File: src/rtl/sram_ctrl_pkg.sv
// Shared types and constants for the single-port SRAM arbiter/sequencer.
package sram_ctrl_pkg;

   typedef enum logic {ST_INIT, ST_RUN} ctrl_state_e;

   localparam int unsigned NUM_REQ = 2;

   function automatic int unsigned depth_f(input int unsigned aw);
      return 32'd1 << aw;
   endfunction

endpackage

File: src/rtl/rr_arb2.sv
// Two-input round-robin arbiter: combinational one-hot grant, pointer moves
// to the other requester whenever a grant is taken.
module rr_arb2
   import sram_ctrl_pkg::*;
(
   input  logic               clk,
   input  logic               rst_n,
   input  logic [NUM_REQ-1:0] req,
   input  logic               advance,
   output logic [NUM_REQ-1:0] gnt,
   output logic               gnt_idx
);

   logic r_ptr;

   always_comb begin
      gnt = req;
      if (req == 2'b11) begin
         gnt = r_ptr ? 2'b10 : 2'b01;
      end
   end

   assign gnt_idx = gnt[1];

   always_ff @(posedge clk or negedge rst_n) begin
      if (!rst_n) begin
         r_ptr <= 1'b0;
      end else if (advance) begin
         r_ptr <= ~gnt_idx;
      end
   end

endmodule

File: src/rtl/sram_arb_ctrl.sv
// Arbiter and sequencer for one single-port SRAM macro: array clear after reset
// or on request, then round-robin service of two requesters with tagged reads.
module sram_arb_ctrl
   import sram_ctrl_pkg::*;
#(
   parameter int unsigned AW      = 10,
   parameter int unsigned DW      = 32,
   parameter bit          INIT_EN = 1'b1
) (
   input  logic                clk,
   input  logic                rst_n,
   input  logic                init_req,
   output logic                init_done,
   input  logic [NUM_REQ-1:0]  req_valid,
   output logic [NUM_REQ-1:0]  req_ready,
   input  logic [NUM_REQ-1:0]  req_we,
   input  logic [2*AW-1:0]     req_addr,
   input  logic [2*DW-1:0]     req_wdata,
   input  logic [2*DW-1:0]     req_wmask,
   output logic [NUM_REQ-1:0]  rsp_valid,
   output logic [DW-1:0]       rsp_rdata,
   output logic                mem_cs,
   output logic                mem_we,
   output logic [AW-1:0]       mem_addr,
   output logic [DW-1:0]       mem_wdata,
   output logic [DW-1:0]       mem_wmask,
   input  logic [DW-1:0]       mem_rdata
);

   localparam logic [AW-1:0] LAST_ADDR = AW'(depth_f(AW) - 1);

   ctrl_state_e r_state, w_state_nxt;
   logic [AW-1:0] r_cnt, w_cnt_nxt;
   logic r_rsp_pend;
   logic r_rsp_idx;

   logic [NUM_REQ-1:0] w_arb_req;
   logic [NUM_REQ-1:0] w_gnt;
   logic w_gnt_idx;
   logic w_grant;
   logic w_sel_we;

   // Gating with rst_n keeps every macro/handshake output quiet while reset is held.
   assign w_arb_req = (rst_n && r_state == ST_RUN) ? req_valid : '0;
   assign w_grant   = |w_gnt;
   assign w_sel_we  = w_gnt_idx ? req_we[1] : req_we[0];

   rr_arb2 u_arb (
      .clk     (clk),
      .rst_n   (rst_n),
      .req     (w_arb_req),
      .advance (w_grant),
      .gnt     (w_gnt),
      .gnt_idx (w_gnt_idx)
   );

   always_comb begin
      w_state_nxt = r_state;
      w_cnt_nxt   = r_cnt;
      case (r_state)
         ST_INIT: begin
            w_cnt_nxt = r_cnt + 1'b1;
            if (r_cnt == LAST_ADDR) begin
               w_state_nxt = ST_RUN;
            end
         end
         ST_RUN: begin
            if (init_req) begin
               w_cnt_nxt   = '0;
               w_state_nxt = ST_INIT;
            end
         end
         default: begin
            w_state_nxt = ST_INIT;
            w_cnt_nxt   = '0;
         end
      endcase
   end

   always_comb begin
      mem_cs    = 1'b0;
      mem_we    = 1'b0;
      mem_addr  = '0;
      mem_wdata = '0;
      mem_wmask = '0;
      if (rst_n && r_state == ST_INIT) begin
         mem_cs    = 1'b1;
         mem_we    = 1'b1;
         mem_addr  = r_cnt;
         mem_wmask = '1;
      end else if (w_grant) begin
         mem_cs    = 1'b1;
         mem_we    = w_sel_we;
         mem_addr  = w_gnt_idx ? req_addr[AW +: AW] : req_addr[0 +: AW];
         mem_wdata = w_gnt_idx ? req_wdata[DW +: DW] : req_wdata[0 +: DW];
         if (w_sel_we) begin
            mem_wmask = w_gnt_idx ? req_wmask[DW +: DW] : req_wmask[0 +: DW];
         end
      end
   end

   assign req_ready = w_gnt;
   assign init_done = (r_state == ST_RUN);
   assign rsp_valid = r_rsp_pend ? (r_rsp_idx ? 2'b10 : 2'b01) : 2'b00;
   assign rsp_rdata = mem_rdata;

   always_ff @(posedge clk or negedge rst_n) begin
      if (!rst_n) begin
         r_state    <= INIT_EN ? ST_INIT : ST_RUN;
         r_cnt      <= '0;
         r_rsp_pend <= 1'b0;
         r_rsp_idx  <= 1'b0;
      end else begin
         r_state    <= w_state_nxt;
         r_cnt      <= w_cnt_nxt;
         r_rsp_pend <= w_grant & ~w_sel_we;
         r_rsp_idx  <= w_gnt_idx;
      end
   end

endmodule

File: config.mk
export PLATFORM = sky130hd
export DESIGN_NAME = sram_arb_ctrl
export DESIGN_NICKNAME = d
export VERILOG_FILES = /design/src/rtl/sram_ctrl_pkg.sv /design/src/rtl/rr_arb2.sv /design/src/rtl/sram_arb_ctrl.sv
export SDC_FILE = /design/constraint.sdc
export NUM_CORES = 1
export LEC_CHECK = 0
export BUFFER_PORTS_ARGS = -buffer_cell sky130_fd_sc_hd__buf_4
export CORE_AREA = 2 2 115 117
export CTS_CLUSTER_DIAMETER = 120
export DETAILED_ROUTE_END_ITERATION = 12
export DIE_AREA = 0 0 117 119
export PLACE_DENSITY = 0.6
export SLEW_MARGIN = 20
export SYNTH_ARGS = -nofsm -noshare
export SYNTH_HDL_FRONTEND = slang
export SYNTH_SLANG_ARGS = --single-unit
File: constraint.sdc
create_clock -name clk -period 1.5 [get_ports clk]
set_input_delay 0.075 -clock clk [delete_from_list [all_inputs] [get_ports clk]]
set_output_delay 0.075 -clock clk [all_outputs]
set_load 0.03 [all_outputs]
==> impl_metrics.py, run 1 <==
metrics = {
    "power": {
        "leakage_nw": 2.40,
        "internal-power_mw": 1.71,
        "p_sw_mw": 1.04,
        "clock_power_share_pct": 21.0,
        "seqPwrFrac_pct": 23.3,
        "ir_worst_vdd_v": 0.000548,
        "comb_power_share_pct": 55.7,
        "p_per_area_nw_per_um2": 518,
        "switching_share_pct": 37.8,
    },
    "global_routing": {
        "grt_overflow": 0,
        "grt_util_all_layers_pct": 13.9,
        "grt_first_pass_wirelength_um": 15600,
        "grt_max_degree": 35,
        "antenna_found_initial": 0,
        "grt_pass1_vias": 3140,
    },
    "final_layout": {
        "final_area_um2": 5300,
        "fin_nets": 702,
        "drive_gt1_share_pct": 74.9,
        "diodes": 0,
        "syn_to_final_growth_pct": 159,
        "final_core_util_pct": 41.2,
    },
    "worst_setup_path": {
        "r2r-start": "init_done",
        "arrival_ps": 1750,
        "cp.required_ps": 1420,
        "reg2reg_depth": 7,
        "cp-start-kind": "flip-flop",
        "crit_type": "reg2out",
        "rrSetupSlack_ps": 100,
        "cp-end-kind": "primary output",
        "reg2reg_to": "r_rsp_pend",
        "cp_max_fo": 17,
    },
    "floorplanning": {
        "die-area_um2": 13900,
        "num_rows": 42,
        "die_x_um": 117,
        "start_util_pct": 15.9,
        "io_pins": 300,
        "fp.coreArea_um2": 12900,
        "dieHeight_um": 119,
    },
    "placed_design": {
        "portBuffers": 235,
        "hpwl_um": 7720,
        "place_area_um2": 4340,
        "dp_slack_ps": -204,
        "routabilityCongestion": 0.811,
    },
    "timing": {
        "skew_ps": 2.91,
        "worst_pin_slew_ps": 254,
        "max_freq_mhz": 548,
        "finalMaxSlewViolations": 0,
        "max-slew-margin-rel_pct": 83.0,
        "rsz0062_at_grt": "yes",
        "post-route-min-period_ps": 1830,
        "fin_crit_sh_pct": 122,
        "tns_ps": -18810,
        "finalHoldViolations": 0,
        "setup_viol": 77,
        "whs_ps": 26.5,
        "setup_ws_ps": -326,
    },
    "hold_path": {
        "min_from": "req_we[0]",
        "worstHoldEndpoint": "r_rsp_pend",
        "hold_class": "in2reg",
        "min_delay_path_depth": 2,
    },
    "route": {
        "detail_route.first_pass.iterations": 4,
        "vias": 3096,
        "ant_nets": 0,
        "dr_wl_met2_um": 5870,
        "wl_met1_um": 4440,
        "vias_per_cell": 4.49,
        "route.top_layer_used": "met4",
        "dr.first_iter.drc_count": 83,
        "wl_um": 11100,
        "wl_per_cell_um": 16.0,
        "drc_errors": 0,
        "wl_met3_um": 738,
    },
    "synthesis": {
        "syn_inst": 291,
        "yosysTopAreaCell": "dfrtp_1",
        "ys_ff_latch": 14,
        "synth_edf_count": 0,
        "synth.area.top_cells": "dfrtp_1, a221o_1, nand2_1, buf_4, a21oi_1",
        "synthArstFlopShare_pct": 100,
        "syn_avg_cell_area_um2": 7.05,
        "synth_flop_cell": "dfrtp_1",
        "synth_warnings": 0,
        "synth-seq-area-share_pct": 17.1,
        "yosysUniqueCellTypes": 34,
        "synth_area_um2": 2050,
        "synth_top_area_share_pct": 17.1,
        "syn-num-nets": 479,
    },
    "cts": {
        "root_buffer": "clkbuf_16",
        "cts_tree": "yes",
        "cts_made_buffers": 3,
        "clock_sinks": 14,
        "htreeDepth": 1,
        "clock_path_buffers": 2,
        "clkTransAtPathRegs_ps": 50,
        "clk_latency_ps": 250,
    },
    "flow_run": {
        "max_cap_viol_count": 0,
    },
    "status": {
        "status": "finished, violations left",
        "violations": "setup timing",
    },
}
-- logic make-up after synthesis --
| logic type | Yosys count | share of synthesized area [%] |
|---|---|---|
| XOR/XNOR | 4 | 1.71 |
| adder cells (fa/ha/maj) | 1 | 0.610 |
| AND/OR/NAND/NOR | 106 | 23.0 |
| flip-flops | 14 | 17.1 |
| multiplexers | 10 | 4.88 |
| buffers and inverters | 64 | 21.1 |
| AO/OA/AOI/OAI | 92 | 31.6 |
-- routing by layer --
layer	GRT usage, %	vias up
met2	26.3	140
met1	16.6	1493
met4	0.809	0
met5	0	-
li1	-	1461
met3	2.75	2
-- worst max path at each step --
stage / depth (start not counted) / endpoint / start
3_3_place_gp: 7 / mem_wdata[30] / u_arb.r_ptr
3_5_place_dp: 7 / mem_wdata[27] / u_arb.r_ptr
4_1_cts: 7 / mem_wmask[22] / u_arb.r_ptr
2_1_floorplan: 8 / mem_wmask[10] / init_done
5_1_grt: 7 / mem_wmask[1] / u_arb.r_ptr
6_report: 7 / mem_wmask[13] / init_done
-- power groups by stage --
stage / Combinational, mW / Sequential, mW / Clock, mW
floorplan: 0.888 / 0.595 / 0
global placement: 1.30 / 0.634 / 0
detailed placement: 1.33 / 0.639 / 0
CTS: 1.50 / 0.634 / 0.589
global route: 1.64 / 0.665 / 0.610
finish: 1.53 / 0.640 / 0.576
-- flip-flops by register name, indices dropped and copies added (netlist names) --
| register | flops |
|---|---|
| r_rsp_pend | 1 |
| r_cnt | 10 |
| u_arb.r_ptr | 1 |
| r_rsp_idx | 1 |
| init_done | 1 |
-- per-stage QoR --
stage          total power [mW]  std cells
2_1_floorplan              1.48        291
3_3_place_gp               1.93        658
3_5_place_dp               1.97        658
4_1_cts                    2.72        678
5_1_grt                    2.92        689
6_report                   2.74        689
-- placed cells by master, fill, tap and decap left out, types with 2 or more instances in the layout --
cell type / count
o21ai_4: 7
inv_1: 2
a21oi_4: 29
nand2_1: 77
clkbuf_16: 7
buf_16: 6
nand3_1: 5
buf_4: 176
a21oi_2: 3
dfrtp_1: 13
o22ai_1: 5
and2_4: 4
mux2i_4: 7
a221o_2: 32
o211ai_1: 3
o21ai_0: 2
mux2i_2: 3
nand2_2: 3
o21ai_2: 4
buf_12: 10
o31ai_1: 4
buf_6: 81
xor2_1: 3
nand2_4: 4
-- layout make-up --
| cell class | count | area [µm²] |
|---|---|---|
| Clock buffer | 4 | 88.8 |
| Fill cell | 1262 | 7570 |
| Inverter | 3 | 13.8 |
| Multi-Input combinational cell | 214 | 1920 |
| Sequential cell | 14 | 352 |
| Tap cell | 176 | 220 |
| Timing Repair Buffer | 278 | 2710 |
-- cell usage after synthesis (2+ instances only) --
master / count
a21oi_1: 33
nor2b_1: 2
xor2_1: 3
inv_1: 2
o211ai_1: 3
a221o_1: 32
buf_6: 9
clkbuf_1: 18
and2_1: 2
o21ai_0: 12
nand3_1: 5
mux2i_1: 10
nand2_1: 85
and2_4: 2
nand2b_1: 2
o31ai_1: 4
buf_4: 33
o22ai_1: 5
dfrtp_1: 14
-- critical path, cell delays in order (launching register included) --
cell and delay [ps]:
dfrtp_2 390, and2_4 160, nand3_4 80, inv_4 30, and2_4 180, buf_16 170, a221o_2 350, buf_6 140
-- repair_timing --
item,CTS,global route
gates resized for setup,107,20
endpoints found under the setup margin,77,81
buffers inserted,8,8
endpoints found under the hold margin,14,0
pin swaps,4,0
hold buffers,1,0
cloned,8,4
No activity file was read; power rests on OpenSTA's default activity.
==> run 2, diff against run 1 <==
--- a/config.mk
+++ b/config.mk
@@ -5,13 +5,16 @@
 export SDC_FILE = /design/constraint.sdc
 export NUM_CORES = 1
 export LEC_CHECK = 0
+export ABC_AREA = 1
 export BUFFER_PORTS_ARGS = -buffer_cell sky130_fd_sc_hd__buf_4
-export CORE_AREA = 2 2 115 117
+export CORE_AREA = 2 2 117 119
 export CTS_CLUSTER_DIAMETER = 120
 export DETAILED_ROUTE_END_ITERATION = 12
-export DIE_AREA = 0 0 117 119
+export DIE_AREA = 0 0 119 121
 export PLACE_DENSITY = 0.6
+export SKIP_CTS_REPAIR_TIMING = 1
 export SLEW_MARGIN = 20
 export SYNTH_ARGS = -nofsm -noshare
 export SYNTH_HDL_FRONTEND = slang
+export SYNTH_HIERARCHICAL = 1
 export SYNTH_SLANG_ARGS = --single-unit
==> impl_metrics.py, run 2 <==
metrics = {
    "power": {
        "p_total_mw": 2.76,
        "ir_worst_vdd_v": 0.000567,
        "leakage_nw": 2.46,
        "p_per_area_nw_per_um2": 507,
    },
    "timing": {
        "finalMaxSlewViolations": 0,
        "whs_ps": 130,
        "max_freq_mhz": 500,
        "skew_ps": 3.35,
        "setup_viol": 77,
        "max-slew-margin-rel_pct": 82.9,
        "fin_crit_sh_pct": 133,
        "post-route-min-period_ps": 2000,
        "worst_pin_slew_ps": 250,
        "setup_ws_ps": -500,
        "rsz0062_at_grt": "yes",
        "finalHoldViolations": 0,
    },
    "cts": {
        "htreeDepth": 1,
        "root_buffer": "clkbuf_16",
        "clock_path_buffers": 2,
        "cts_made_buffers": 3,
        "clkTransAtPathRegs_ps": 50,
        "clock_sinks": 14,
        "cts_tree": "yes",
        "clk_latency_ps": 240,
    },
    "worst_setup_path": {
        "cp.depth": 10,
        "worstPathCellList": "and3_4 -> nand2_4 -> nand2_4 -> or2_4 -> inv_4 -> nand2_4 -> nand2_8 -> clkbuf_16 -> a31oi_4 -> buf_6",
        "cp.required_ps": 1420,
        "reg2reg_depth": 7,
        "cp_slowest_stage_delay_ps": 400,
        "crit_top_cell": "nand2_4",
        "cp-end-kind": "primary output",
        "arrival_ps": 1920,
        "cp-start-kind": "flip-flop",
        "crit_family": "simple AND/OR/NAND/NOR gates",
        "crit_type": "reg2out",
        "cp_max_fo": 8,
        "crit_buf_inv": 3,
        "cp_slowest_cell": "dfrtp_2",
    },
    "route": {
        "vias_per_cell": 4.44,
        "vias": 3478,
        "dr.first_iter.drc_count": 72,
        "ant_nets": 0,
        "wl_per_cell_um": 14.8,
        "detail_route.first_pass.iterations": 4,
        "drc_errors": 0,
        "wl_um": 11600,
    },
    "status": {
        "status": "finished, violations left",
        "violations": "setup timing",
    },
    "final_layout": {
        "drive_gt1_share_pct": 61.9,
        "syn_to_final_growth_pct": 149,
        "top_register": "r_cnt",
        "fin_nets": 796,
        "diodes": 0,
        "largest_reg_flops": 10,
        "final_area_um2": 5450,
        "layout_commonest_cell": "buf_4",
        "layout_common_cells": "buf_4, nand2_1, buf_6",
        "final_core_util_pct": 41.7,
    },
    "floorplanning": {
        "fp.coreArea_um2": 13100,
        "die_x_um": 119,
        "die-area_um2": 14400,
        "start_util_pct": 16.7,
        "dieHeight_um": 121,
        "num_rows": 42,
        "io_pins": 300,
    },
    "synthesis": {
        "ys_top_cells_by_count": "nand2_1, a21oi_1, buf_4",
        "synth_top_area_share_pct": 26.2,
        "syn_inst": 383,
        "synthArstFlopShare_pct": 100,
        "synth_area_um2": 2190,
        "syn-num-nets": 571,
        "synth_flop_cell": "dfrtp_1",
        "synth_edf_count": 0,
        "yosysTopAreaCell": "nand2_1",
        "syn_avg_cell_area_um2": 5.71,
        "yosysUniqueCellTypes": 24,
        "ys_ff_latch": 14,
        "synth.area.top_cells": "nand2_1, dfrtp_1, buf_4, a31oi_1, a21oi_1",
        "synth_most_common_cell": "nand2_1",
        "synth-seq-area-share_pct": 16.0,
        "synth_warnings": 6,
    },
    "placed_design": {
        "hpwl_um": 9320,
        "place_area_um2": 4990,
        "dp_slack_ps": -298,
        "portBuffers": 235,
        "routabilityCongestion": 0.788,
    },
    "global_routing": {
        "grt_util_all_layers_pct": 13.9,
        "grt_max_degree": 34,
        "grt_overflow": 0,
        "grt_pass1_vias": 3272,
        "grt_first_pass_wirelength_um": 16500,
        "antenna_found_initial": 0,
    },
    "hold_path": {
        "min_delay_path_depth": 4,
        "hold_class": "in2reg",
    },
    "flow_run": {
        "max_cap_viol_count": 0,
    },
}
[run 2: path summary, 6_finish.rpt]
| check | endpoint | startpoint | slack [ps] |
|---|---|---|---|
| min in group asynchronous | r_rsp_idx | rst_n | 340 |
| worst min register to register | init_done | r_cnt[9] | 570 |
| worst min-delay path | r_cnt[8] | init_req | 130 |
| worst max register to register | u_arb/r_ptr | init_done | 90 |
| worst max-delay path | mem_wmask[6] | init_done | -500 |
| max in group asynchronous | init_done | rst_n | 920 |
[run 2: logic make-up after synthesis]
| family | count (synthesis) | synth area share, % |
|---|---|---|
| simple gates | 184 | 33.4 |
| mux | 10 | 4.57 |
| compound gates | 90 | 22.9 |
| flops | 14 | 16.0 |
| buf+inv | 84 | 22.5 |
| fa+ha+maj | 1 | 0.572 |
[run 2: area by class of cell]
cell class / instances / area (µm²)
inverters: 24 / 97.6
repair buffers: 280 / 2450
flip-flops and latches: 14 / 352
well taps: 176 / 220
fillers: 1315 / 7630
multi-input cells: 285 / 2250
clock buffers: 4 / 78.8
[run 2: tightest hold or removal path: cells and delay by family]
kind,cells,cell delay (ps)
compound gates,1,60
buf+inv,1,90
simple gates,2,100
[run 2: routing by layer]
metal	vias to the layer above	track usage (%)	wire, µm
li1	1685	-	-
met1	1621	15.2	4180
met2	155	27.9	6560
met3	17	2.96	742
met4	0	1.71	102
met5	-	0	0
[run 2: stage by stage]
stage	setup TNS (ps)	instances
floorplan	-30430	383
global route	-39130	783
detailed placement	-17110	767
finish	-34640	783
global placement	-14260	767
CTS	-37560	771
[run 2: where the power goes]
| part | leakage (nW) | switching (mW) | total (mW) | internal (mW) |
|---|---|---|---|---|
| Sequential | 0.171 | 0.115 | 0.606 | 0.490 |
| Clock | 0.0382 | 0.145 | 0.503 | 0.358 |
| Combinational | 2.25 | 0.851 | 1.66 | 0.804 |
